**config.mk**
```make
export PLATFORM = sky130hd
export DESIGN_NAME = axis_gp_gearbox_bridge
export DESIGN_NICKNAME = d
export VERILOG_FILES = /design/src/rtl/axis_gp_gearbox_bridge.sv
export SDC_FILE = /design/constraint.sdc
export NUM_CORES = 1
export LEC_CHECK = 0
export BUFFER_PORTS_ARGS = -buffer_cell sky130_fd_sc_hd__buf_2
export CORE_AREA = 2 2 187 189
export DETAILED_ROUTE_END_ITERATION = 10
export DIE_AREA = 0 0 189 191
export PLACE_DENSITY_LB_ADDON = 0.15
export SYNTH_ARGS = -nofsm -noshare
export SYNTH_HDL_FRONTEND = slang
export SYNTH_SLANG_ARGS = --single-unit
```
**constraint.sdc**
```tcl
create_clock -name i_clk -period 10.3 [get_ports i_clk]
set_clock_uncertainty 0.1 [all_clocks]
set_input_delay 0.515 -clock i_clk [delete_from_list [all_inputs] [get_ports i_clk]]
set_output_delay 0.515 -clock i_clk [all_outputs]
set_load 0.05 [all_outputs]
```
**src/rtl/axis_gp_gearbox_bridge.sv**
```systemverilog
// Byte-granular gearbox from a FINN AXI-Stream to Galapagos packets.
// Holds at most one input word plus one output word; never mixes two packets in one GP beat.
module axis_gp_gearbox_bridge #(
    parameter int AXIS_DATA_WIDTH    = 32,
    parameter int GP_DATA_WIDTH      = 64,
    parameter int AXIS_NUM_TRANSFERS = 2,
    parameter bit USE_IN_TLAST       = 1'b0
) (
    input  logic                         i_clk,
    input  logic                         i_aresetn,
    input  logic [31:0]                  i_core_TID,
    input  logic [31:0]                  i_core_TDEST,
    input  logic                         i_axis_TVALID,
    output logic                         o_axis_TREADY,
    input  logic [AXIS_DATA_WIDTH-1:0]   i_axis_TDATA,
    input  logic                         i_axis_TLAST,
    output logic                         o_gp_TVALID,
    input  logic                         i_gp_TREADY,
    output logic [GP_DATA_WIDTH-1:0]     o_gp_TDATA,
    output logic [GP_DATA_WIDTH/8-1:0]   o_gp_TKEEP,
    output logic [7:0]                   o_gp_TDEST,
    output logic [7:0]                   o_gp_TID,
    output logic                         o_gp_TLAST,
    output logic                         o_busy
);
    localparam int AXB       = AXIS_DATA_WIDTH / 8;
    localparam int GPB       = GP_DATA_WIDTH / 8;
    localparam int BUF_BYTES = AXB + GPB;
    localparam int BUFW      = BUF_BYTES * 8;
    localparam int CW        = $clog2(BUF_BYTES + 1);
    localparam int BCW       = (AXIS_NUM_TRANSFERS > 1) ? $clog2(AXIS_NUM_TRANSFERS) : 1;
    localparam logic [BCW-1:0] LAST_BEAT = BCW'(AXIS_NUM_TRANSFERS - 1);

    if ((AXIS_DATA_WIDTH % 8) != 0 || AXIS_DATA_WIDTH < 8 ||
        (GP_DATA_WIDTH % 8) != 0 || GP_DATA_WIDTH < 8 ||
        AXIS_NUM_TRANSFERS < 1) begin : g_bad_params
        $error("axis_gp_gearbox_bridge: widths must be byte multiples >= 8 and AXIS_NUM_TRANSFERS >= 1");
    end

    logic [BUFW-1:0] buf_q, buf_d;
    logic [CW-1:0]   cnt_q, cnt_d;
    logic [BCW-1:0]  beat_q, beat_d;
    logic            last_pending_q, last_pending_d;
    logic            busy_q, busy_d;
    logic [7:0]      tdest_q, tdest_d;
    logic [7:0]      tid_q, tid_d;

    logic                     out_valid, out_last, out_fire;
    logic                     in_ready, in_fire, is_last;
    logic [CW-1:0]            take, remain;
    logic [BUFW-1:0]          shifted;
    logic [GPB-1:0]           keep;
    logic [GP_DATA_WIDTH-1:0] out_data;
    logic                     unused_id_hi;

    assign unused_id_hi = ^{i_core_TID[31:8], i_core_TDEST[31:8]};

    always_comb begin
        out_valid = (cnt_q >= CW'(GPB)) || (last_pending_q && (cnt_q != '0));
        out_last  = last_pending_q && (cnt_q <= CW'(GPB));
        take      = (cnt_q >= CW'(GPB)) ? CW'(GPB) : cnt_q;
        out_fire  = out_valid && i_gp_TREADY;
        // Ready may look through this cycle's output fire to free space early.
        in_ready  = i_aresetn && !last_pending_q &&
                    ((int'(cnt_q) - (out_fire ? int'(take) : 0) + AXB) <= BUF_BYTES);
        in_fire   = i_axis_TVALID && in_ready;
        is_last   = USE_IN_TLAST ? i_axis_TLAST : (beat_q == LAST_BEAT);

        keep     = '0;
        out_data = '0;
        for (int unsigned i = 0; i < GPB; i++) begin
            keep[i]           = i < 32'(cnt_q);
            out_data[i*8 +: 8] = keep[i] ? buf_q[i*8 +: 8] : 8'h00;
        end
    end

    always_comb begin
        shifted        = out_fire ? (buf_q >> (32'(take) * 8)) : buf_q;
        remain         = out_fire ? (cnt_q - take) : cnt_q;
        buf_d          = shifted;
        cnt_d          = remain;
        beat_d         = beat_q;
        last_pending_d = last_pending_q;
        busy_d         = busy_q;
        tdest_d        = tdest_q;
        tid_d          = tid_q;

        if (in_fire) begin
            // Bytes above cnt are always zero, so the new word is simply OR-ed in above them.
            buf_d  = shifted | (BUFW'(i_axis_TDATA) << (32'(remain) * 8));
            cnt_d  = remain + CW'(AXB);
            busy_d = 1'b1;
            if (!busy_q) begin
                tdest_d = i_core_TDEST[7:0];
                tid_d   = i_core_TID[7:0];
            end
            if (!USE_IN_TLAST) begin
                beat_d = is_last ? '0 : beat_q + 1'b1;
            end
            if (is_last) begin
                last_pending_d = 1'b1;
            end
        end

        if (out_fire && out_last) begin
            last_pending_d = 1'b0;
            busy_d         = 1'b0;
        end
    end

    always_ff @(posedge i_clk or negedge i_aresetn) begin
        if (!i_aresetn) begin
            buf_q          <= '0;
            cnt_q          <= '0;
            beat_q         <= '0;
            last_pending_q <= 1'b0;
            busy_q         <= 1'b0;
            tdest_q        <= '0;
            tid_q          <= '0;
        end else begin
            buf_q          <= buf_d;
            cnt_q          <= cnt_d;
            beat_q         <= beat_d;
            last_pending_q <= last_pending_d;
            busy_q         <= busy_d;
            tdest_q        <= tdest_d;
            tid_q          <= tid_d;
        end
    end

    assign o_axis_TREADY = in_ready;
    assign o_gp_TVALID   = out_valid;
    assign o_gp_TDATA    = out_data;
    assign o_gp_TKEEP    = keep;
    assign o_gp_TLAST    = out_last;
    assign o_gp_TDEST    = tdest_q;
    assign o_gp_TID      = tid_q;
    assign o_busy        = busy_q;

endmodule

```
# --- After elaboration in Yosys (flattened, before gate mapping) ---
# Cells that the tools add are included.
classes:
  reduce_logical: 14
  magnitude_cmp: 11
  n_addsub: 5
  n_shift: 2
  muxes: 20
  bitwise: 2
ops:
  columns: ["cell", "count"]
  rows:
  - ["$mux W96", 2]
  - ["$or A96 B96 Y96", 1]
  - ["$shl A32 B7 Y96", 1]
  - ["$shr A96 B7 Y96", 1]
  - ["$mux W8", 8]
  - ["$lt A3 B4 Y1 const A", 4]
  - ["$mux W4", 4]
  - ["$lt A1 B4 Y1 const A", 2]
  - ["$lt A2 B4 Y1 const A", 2]
  - ["$logic_and A1 B1 Y1", 7]
  - ["$add A5 B4 Y6 const B", 1]
  - ["$le A6 B5 Y1 const B", 1]
  - ["$mux W1", 6]
  - ["$sub A4 B4 Y5", 1]
  - ["$add A4 B3 Y4 const B", 1]
  - ["$ge A4 B4 Y1 const B", 1]
  - ["$le A4 B4 Y1 const B", 1]
  - ["$reduce_and A2 Y1", 2]
  - ["$reduce_bool A2 Y1", 2]
  - ["$reduce_bool A4 Y1", 1]
  - ["$sub A4 B4 Y4", 1]
  - ["$add A1 B1 Y1 const B", 1]
  - ["$logic_not A1 Y1", 1]
  - ["$logic_or A1 B1 Y1", 1]
  - ["$not A1 Y1", 1]
word_totals:
  inputBits: 101
  word_cells: 61
  regBits: 119
  output_inout_bits: 92

# --- Longest topological paths before layout ---
# Gate-level depths: netlist of the first run.
depth:
  word_depth: 12
  ltp_mapped: 14

# --- Worst setup path after synthesis of the first run ---
# OpenSTA, ideal clock, no wires.
synth_path:
  path_type: "reg-to-output"
  startpoint: "register cnt_q[3]"
  endpoint: "output port o_axis_TREADY"
  path_buffers: 3
  path_slack_ns: 6.359
  stages_incl_launch_ff: 11
  arrival_ns: 3.326
  cell_sequence: "dfrtp_1 > buf_6 > buf_2 > nand2b_1 > nor2_1 > clkbuf_1 > inv_1 > ha_1 > xnor2_1 > a31oi_1 > nor3b_1"
synth_via:
  elab_chain_len: 9
  elab_cells_between_ends: 11
synth_rtl:
  columns: ["element", "line", "source"]
  rows:
  - ["start: declaration", "41", "logic [CW-1:0] cnt_q, cnt_d;"]
  - ["start signal: assignment", "122", "cnt_q <= cnt_d;"]
  - ["branches (longest 5 deep; another with $ge A4 B4 Y1)", null, null]
  - ["$sub A4 B4 Y5 (*)", "65", "((int'(cnt_q) - (out_fire ? int'(take) : 0) + AXB) <= BUF_BYTES);"]
  - ["$add A5 B4 Y6 (*)", "65", null]
  - ["$le A6 B5 Y1 (*)", "65", null]
  - ["$logic_and A1 B1 Y1 (*)", "64", "in_ready = i_aresetn && !last_pending_q &&"]
  - ["end: declaration", "14", "output logic o_axis_TREADY,"]
# Every way passes the cells marked *.

# --- Final worst setup path of the first run ---
layout_path:
  startpoint: "register cnt_q[3]"
  endpoint: "output port o_gp_TDATA[48]"
layout_via:
  elab_chain_len: 2
layout_rtl:
  columns: ["element", "line", "source"]
  rows:
  - ["$lt A3 B4 Y1", "72", "keep[i] = i < 32'(cnt_q);"]
  - ["$mux W8", "73", "out_data[i*8 +: 8] = keep[i] ? buf_q[i*8 +: 8] : 8'h00;"]
  - ["end: declaration", "19", "output logic [GP_DATA_WIDTH-1:0] o_gp_TDATA,"]
# No other way between the ends.

==> results of run 1 <==
-- report_power, final --
| group | internal [W] | switching, W | leakage, nW |
|---|---|---|---|
| Combinational | 0.000763 | 0.00138 | 3.28 |
| Sequential | 0.000654 | 0.000270 | 1.51 |
| Clock | 0.000328 | 0.000239 | 0.269 |
| Total | 0.00175 | 0.00189 | 5.05 |
-- logic make-up (layout without fill, tap and decap cells) --
| family | count (synthesis) | in the layout |
|---|---|---|
| other cells | 1 | 1 |
| mux | 144 | 144 |
| simple gates | 302 | 302 |
| flops | 119 | 119 |
| xor+xnor | 3 | 3 |
| fa+ha+maj | 4 | 4 |
| compound gates | 347 | 347 |
| buf+inv | 130 | 233 |
-- cell usage after synthesis (4+ instances only) --
master,count,area share
sky130_fd_sc_hd__mux2i_1,52,0.051
sky130_fd_sc_hd__buf_6,6,0.0067
sky130_fd_sc_hd__a21o_1,7,0.0052
sky130_fd_sc_hd__a31oi_1,5,0.0031
sky130_fd_sc_hd__clkbuf_1,49,0.018
sky130_fd_sc_hd__a22o_1,24,0.021
sky130_fd_sc_hd__o221ai_1,37,0.032
sky130_fd_sc_hd__a2bb2oi_1,8,0.0069
sky130_fd_sc_hd__a211o_1,5,0.0043
sky130_fd_sc_hd__o22ai_1,12,0.0074
sky130_fd_sc_hd__a22oi_1,35,0.026
sky130_fd_sc_hd__a211oi_2,7,0.0087
sky130_fd_sc_hd__and4_1,4,0.0035
sky130_fd_sc_hd__a221o_1,26,0.026
sky130_fd_sc_hd__o21ai_0,46,0.023
sky130_fd_sc_hd__o22a_1,8,0.0069
sky130_fd_sc_hd__nor2_1,48,0.018
sky130_fd_sc_hd__nand3_1,35,0.017
sky130_fd_sc_hd__a31o_2,4,0.0035
sky130_fd_sc_hd__mux4_2,55,0.12
sky130_fd_sc_hd__a21oi_1,40,0.020
sky130_fd_sc_hd__ha_1,4,0.0049
sky130_fd_sc_hd__a222oi_1,6,0.0059
sky130_fd_sc_hd__and2_1,21,0.013
sky130_fd_sc_hd__nor3_1,7,0.0035
sky130_fd_sc_hd__buf_2,37,0.018
sky130_fd_sc_hd__nand4_1,17,0.011
sky130_fd_sc_hd__nand2b_1,7,0.0043
sky130_fd_sc_hd__and3_1,19,0.012
sky130_fd_sc_hd__a21boi_0,5,0.0037
sky130_fd_sc_hd__buf_4,13,0.0097
sky130_fd_sc_hd__nor2b_1,52,0.032
sky130_fd_sc_hd__inv_1,19,0.0071
sky130_fd_sc_hd__dfrtp_1,119,0.29
sky130_fd_sc_hd__nand2_1,72,0.027
sky130_fd_sc_hd__a221oi_1,13,0.011
sky130_fd_sc_hd__mux2_2,37,0.041
sky130_fd_sc_hd__o2bb2ai_1,7,0.0061
sky130_fd_sc_hd__a211oi_1,6,0.0045
sky130_fd_sc_hd__o211ai_1,20,0.015
-- worst max-delay path, delay by kind of cell, from the launching register on --
kind / cells / cell delay, ps
simple gates: 1 / 260
compound gates: 1 / 1020
buf+inv: 3 / 1360
flops: 1 / 740
-- state kept, by name, summed over array words and instances (netlist names) --
register	flops
o_gp_TDEST	8
o_busy	1
buf_q	96
cnt_q	4
last_pending_q	1
beat_q	1
o_gp_TID	8
-- layout make-up --
cell class,count,area [um^2],area share
repair buffers,179,992,0.0847
well taps,455,569,0.0486
inverters,22,82.6,0.00705
flip-flops and latches,119,2980,0.254
clock inverters,14,111,0.00951
clock buffers,18,429,0.0366
multi-input cells,801,6550,0.559
-- stage by stage --
step                      area, um^2  utilization  hold slack, ps  power, W
after detailed placement       11200        0.327             364   0.00304
after global placement         11200        0.327             362   0.00303
after floorplan                10100            -             119   0.00237
after CTS                      11700        0.343            16.7   0.00362
after global routing           11700        0.343            27.5   0.00382
final                          11700        0.343           -40.1   0.00363
-- routing by layer --
layer | wire length [um] | track usage | vias up
met3 | 4610 | 0.0789 | 45
met1 | 20900 | 0.367 | 5215
met5 | 0 | 0 | -
met4 | 838 | 0.0673 | 0
met2 | 20300 | 0.370 | 545
li1 | - | - | 4333
-- how the worst max path moves through the flow --
stage / end / slack, ps / startpoint
after detailed placement: buf_q[52] / 5930 / cnt_q[3]
after global placement: buf_q[52] / 5950 / cnt_q[3]
after global routing: buf_q[52] / 5620 / cnt_q[3]
after CTS: o_gp_TDATA[50] / 5780 / cnt_q[3]
after floorplan: o_axis_TREADY / 6360 / cnt_q[3]
final: o_gp_TDATA[48] / 5820 / cnt_q[3]
==> impl_summary.txt, run 1 <==
----------------------------------------------------
[Floorplan]
  Die Height ... 191 um
  I/O pins ... 193
  Area of the die ... 36100 um^2
  Floorplan Core Area ... 34100 um^2
  Effective utilization at floorplan ... 0.296
  Std cell rows ... 68
  Die width ... 189 um

[Critical path]
  Arrival time at the worst endpoint ... 3860 ps
  Critical Path Fanout Max ... 38
  Longest individual stage delay on the worst path ... about 1000 ps
  Data required time of the critical path ... 9690 ps
  Launching point of the worst reg2reg path ... cnt_q[3]
  Critical Path Sink Type ... primary output
  Critical path start-end classification ... reg2out
  Critical Path, Cell by Cell ... buf_4, inv_1, a21oi_1, and2_1, buf_2
  Reg2reg setup slack ... 5900 ps
  Startpoint kind of the worst setup timing path ... flop
  Cell type of the slowest stage on the worst timing path ... sky130_fd_sc_hd__a21oi_1
  End of the worst register-to-register path ... buf_q[52]
  Depth of the worst register-to-register path ... 7

[Clock tree]
  Clock buffers created by TritonCTS ... 17
  Clock Tree Root ... sky130_fd_sc_hd__clkbuf_16
  Longest Clk Path Bufs ... 2
  Clk_lat worst skew ... 430 ps
  Post-CTS Hold Buffers ... 0
  Setup Fix Bufs, Post-CTS ... 0
  Post-CTS Resized ... 0
  H-tree levels ... 4
  Clock Sinks ... approximately 120
  Clock tree from TritonCTS ... built
  Post-CTS clock slew at the launch and capture registers of the worst setup and hold paths ... around 60 ps

[Synth]
  Sequential-to-total area share from yosys stat ... 0.294
  Mean post-synth cell area ... 9.63 um^2
  Simple-gate share of the synthesized area ... 0.157
  FF+latch count, synth ... about 120
  Post-Synthesis Cells ... approximately 1100
  Combinational family with the most area after synthesis ... compound AO/OA/AOI/OAI gates
  Distinct cell type count after synthesis ... a little over 70
  Compound-gate portion of the synthesized area ... 0.264
  Syn Std Cell Area ... ~10000 um^2
  Post-synth EDFFs ... 0
  Yosys warning count ... 0
  Most used flip-flop cell after synthesis ... sky130_fd_sc_hd__dfrtp_1
  Syn nets ... approximately 1200
  Post-Synth Adder-Cell Area ... 0.00495
  Async set-reset flop share out of synthesis ... 1.00
  Xor and xnor area share after synthesis ... 0.00260
  Mux contribution to synthesized area ... 0.215

[Routing]
  Iter 0 DRT Violations ... 1239
  Vias per inst ... 6.30
  DR pass1 iterations ... 5
  # DRC ... 0
  Wirelength per Cell ... 29.0 um
  Total number of vias ... just over 10000
  Number of antenna-violating nets in the routed design ... 0
  Aggregate routed wire length ... 46600 um

[Run status]
  Status ... finished, violations left
  Violations in the final reports ... negative hold slack

[Finish]
  Most frequent standard cell in the layout excluding fill and tap cells ... sky130_fd_sc_hd__buf_2
  Top library cells by usage in the layout, fill and taps aside ... sky130_fd_sc_hd__buf_2 (142), sky130_fd_sc_hd__dfrtp_1 (118), sky130_fd_sc_hd__nand2_1 (72)
  Count of placed standard cells in the final layout, fillers left out ... 1608
  Layout cell share with drive strength beyond 1 ... 0.295
  Final net count ... ~1200
  Number of antenna cells inserted ... 0
  Synth-to-layout area growth ... 15.8%
  Fill cell count ... between 3000 and 4000

[Timing]
  Setup slack after layout ... about 5800 ps
  Number of pins exceeding their max-slew limit in the final report ... 0
  FMAX ... 223 MHz
  Final Hold Slack ... -40.1 ps
  Rel. slew slack ... 0.141
  Worst Max-Slew Pin Slew ... 1280 ps
  Unrepaired setup endpoints after global routing ... no
  Final setup TNS ... 0 ps
  Final hold violation count ... 10
  Final count of negative-setup-slack endpoints ... 0
  Time the worst path needs with I/O delays and setup ... 4480 ps
  Final period util ... 0.435

[GRT]
  Overall routing resource usage ... 0.256
  Antenna violations before repair ... 1
  Global-route wire length before repair ... 67700 um
  Total overflow reported by the global router ... 0
  Number of global-route vias before repair ... 9616
  Largest net degree at the start of global routing ... 70

[Place]
  Cell count after placement ... between 1500 and 2000
  # port buffers ... 143
  Detailed placement HPWL ... between 30000 and 40000 um
  Last weighted congestion value of the routability-driven placer ... around 0.90
  Setup Slack @ Placement ... 5930 ps

[Power and ir drop]
  Power per cell area ... 310 nW/um^2
  Static leakage ... 5.05 nW
  Peak ir drop on the vdd network ... roughly 0.12 mV

[Worst hold path]
  Path category of the worst min-delay check ... in2async

[Flow run]
  Max-cap check violation count ... 0

----------------------------------------------------
Power figures use the tool's default switching activity.
==> run 2, diff against run 1 <==
Clock period 10.3 ns to 4.08 ns, I/O delays scaled along.
==> run 2 against run 1 <==
Against the previous run:
- the flow now finishes without violations
- first-iteration DRC count down 11%
- via count increased by 2.3%
- critical path depth up 3
- register-to-register slack worse by 5300 ps
- sequential power is 150% higher
- hold slack gained 53 ps
- routed wire length hardly changed
- count of clock-buffer cells in the layout unchanged
- sequential share of layout area decreased by 1.1 points
- setup slack got worse by 5300 ps
- critical path type is now reg2reg
- critical endpoint is now buf_q[35]
- largest power group unchanged
- highest routed layer is now met5
==> impl_summary.txt, run 2 (synthesis results as in run 1) <==
----------------------------------------------------
[Critical path]
  Reg2reg setup slack ... 550 ps
  Depth of the worst register-to-register path ... 8
  Critical path start-end classification ... reg2reg
  Critical Path Fanout Max ... 19
  Cell type of the slowest stage on the worst timing path ... sky130_fd_sc_hd__a221oi_1
  Critical Path Sink Type ... flop
  Data required time of the critical path ... 4240 ps
  Launching point of the worst reg2reg path ... cnt_q[1]
  Longest individual stage delay on the worst path ... roughly 870 ps
  Arrival time at the worst endpoint ... 3690 ps
  Startpoint kind of the worst setup timing path ... flop
  End of the worst register-to-register path ... buf_q[35]
  Critical Path, Cell by Cell ... buf_4, nand2_1, ha_1, nand3_1, buf_4, and4_1, a221oi_1, o221ai_1
  Dominant cell type by count on the critical path ... sky130_fd_sc_hd__buf_4

[Timing]
  Final setup TNS ... 0 ps
  FMAX ... 284 MHz
  Setup slack after layout ... between 500 and 600 ps
  Unrepaired setup endpoints after global routing ... no
  Final count of negative-setup-slack endpoints ... 0
  Worst Max-Slew Pin Slew ... around 1200 ps
  Time the worst path needs with I/O delays and setup ... 3530 ps
  Final period util ... 0.864
  Rel. slew slack ... 0.210
  Final hold violation count ... 0
  Number of pins exceeding their max-slew limit in the final report ... 0

[Place]
  Detailed placement HPWL ... about 32000 um
  Last weighted congestion value of the routability-driven placer ... 0.879
  Cell count after placement ... 1612
  Cell area after placement ... about 11000 um^2
  Setup Slack @ Placement ... ~760 ps
  # port buffers ... 143

[Clock tree]
  Post-CTS clock slew at the launch and capture registers of the worst setup and hold paths ... around 60 ps
  Post-CTS Resized ... 0
  Clock Tree Root ... sky130_fd_sc_hd__clkbuf_16
  Clock buffers created by TritonCTS ... 17
  H-tree levels ... 4
  Post-CTS Hold Buffers ... 19
  Setup Fix Bufs, Post-CTS ... 0
  Clock tree from TritonCTS ... built
  Longest Clk Path Bufs ... 2
  Clk_lat worst skew ... 440 ps
  Clock Sinks ... 119

[Worst hold path]
  Worst min-delay path startpoint ... i_axis_TDATA[18]
  Endpoint with the worst hold slack ... buf_q[66]
  Path category of the worst min-delay check ... in2reg
  Worst Hold Depth ... 3

[Finish]
  Number of antenna cells inserted ... 0
  Synth-to-layout area growth ... 21.2%
  Post-route cell area ... 12300 um^2
  Register with the highest flop count ... buf_q
  Final net count ... 1300
  Top library cells by usage in the layout, fill and taps aside ... sky130_fd_sc_hd__buf_2 (142), sky130_fd_sc_hd__dfrtp_1 (118), sky130_fd_sc_hd__nand2_1 (72)
  Count of placed standard cells in the final layout, fillers left out ... 1662
  Layout cell share with drive strength beyond 1 ... 0.310
  Share of the core filled with cells in the final layout ... 0.359
  Max FFs per register ... 96
  Most frequent standard cell in the layout excluding fill and tap cells ... sky130_fd_sc_hd__buf_2

[Power and ir drop]
  Power per cell area ... 771 nW/um^2
  Peak ir drop on the vdd network ... 0.303 mV
  Static leakage ... 5.34 nW

[Routing]
  Aggregate routed wire length ... 46600 um
  Vias per inst ... 6.24
  Total number of vias ... roughly 10000
  Number of antenna-violating nets in the routed design ... 0
  Wirelength per Cell ... 28.0 um
  DR pass1 iterations ... 5
  # DRC ... 0
  Iter 0 DRT Violations ... 1099

[GRT]
  Overall routing resource usage ... 0.257
  Global-route wire length before repair ... between 60000 and 70000 um
  Antenna violations before repair ... 1
  Largest net degree at the start of global routing ... 62
  Total overflow reported by the global router ... 0
  Number of global-route vias before repair ... 9894

[Floorplan]
  Die width ... 189 um
  Std cell rows ... 68
  Die Height ... 191 um
  I/O pins ... roughly 190
  Area of the die ... roughly 36000 um^2
  Effective utilization at floorplan ... 0.296
  Floorplan Core Area ... 34100 um^2

[Run status]
  Status ... complete, no violations

[Flow run]
  Max-cap check violation count ... 0

----------------------------------------------------
-- run 2: cell count changes in the layout (fill, tap and decap cells not counted), sizes merged --
cell | previous run | this run
clkinvlp | 2 | 5
bufinv | 1 | 3
buf | 179 | 215
dlygate4sd3 | 0 | 19
clkinv | 11 | 5
-- run 2: layout make-up --
class                   count  area [um^2]
repair buffers            234         1490
fillers                  3518        21900
well taps                 455          569
clock buffers              18          439
flip-flops and latches    119         2980
clock inverters            13          156
inverters                  22         82.6
multi-input cells         801         6540
-- run 2: how the worst max path moves through the flow --
| stage | startpoint | end | slack (ps) | cells after the start |
|---|---|---|---|---|
| floorplan | cnt_q[3] | o_axis_TREADY | 450 | 10 |
| global placement | i_gp_TREADY | buf_q[70] | 750 | 9 |
| detailed placement | i_gp_TREADY | buf_q[64] | 760 | 9 |
| CTS | cnt_q[1] | buf_q[35] | 800 | 8 |
| global route | cnt_q[1] | buf_q[35] | 480 | 8 |
| finish | cnt_q[1] | buf_q[35] | 550 | 8 |
-- run 2: through the flow --
step	total power [W]	hold slack (ps)
floorplan	0.00598	-192
global placement	0.00779	337
detailed placement	0.00777	339
CTS	0.00939	2.87
global route	0.00992	12.8
finish	0.00945	12.8
-- run 2: per-layer routing --
metal | vias to the layer above | global-route usage | share of wire
met3 | 63 | 0.0872 | 0.11
met2 | 643 | 0.362 | 0.42
met4 | 2 | 0.0757 | 0.023
li1 | 4435 | - | -
met1 | 5225 | 0.367 | 0.44
met5 | - | 0 | 0.00028
-- run 2: power by group --
| group | switching (W) | internal (W) |
|---|---|---|
| clock | 0.000603 | 0.000967 |
| combinational | 0.00354 | 0.00203 |
| sequential | 0.000653 | 0.00165 |
| total | 0.00480 | 0.00465 |
-- run 2: critical path, delay by kind of cell, from the launching register on --
family	cells	cell delay, ps
compound gates	2	1140
fa+ha+maj	1	380
simple gates	3	630
flops	1	470
buf+inv	2	620
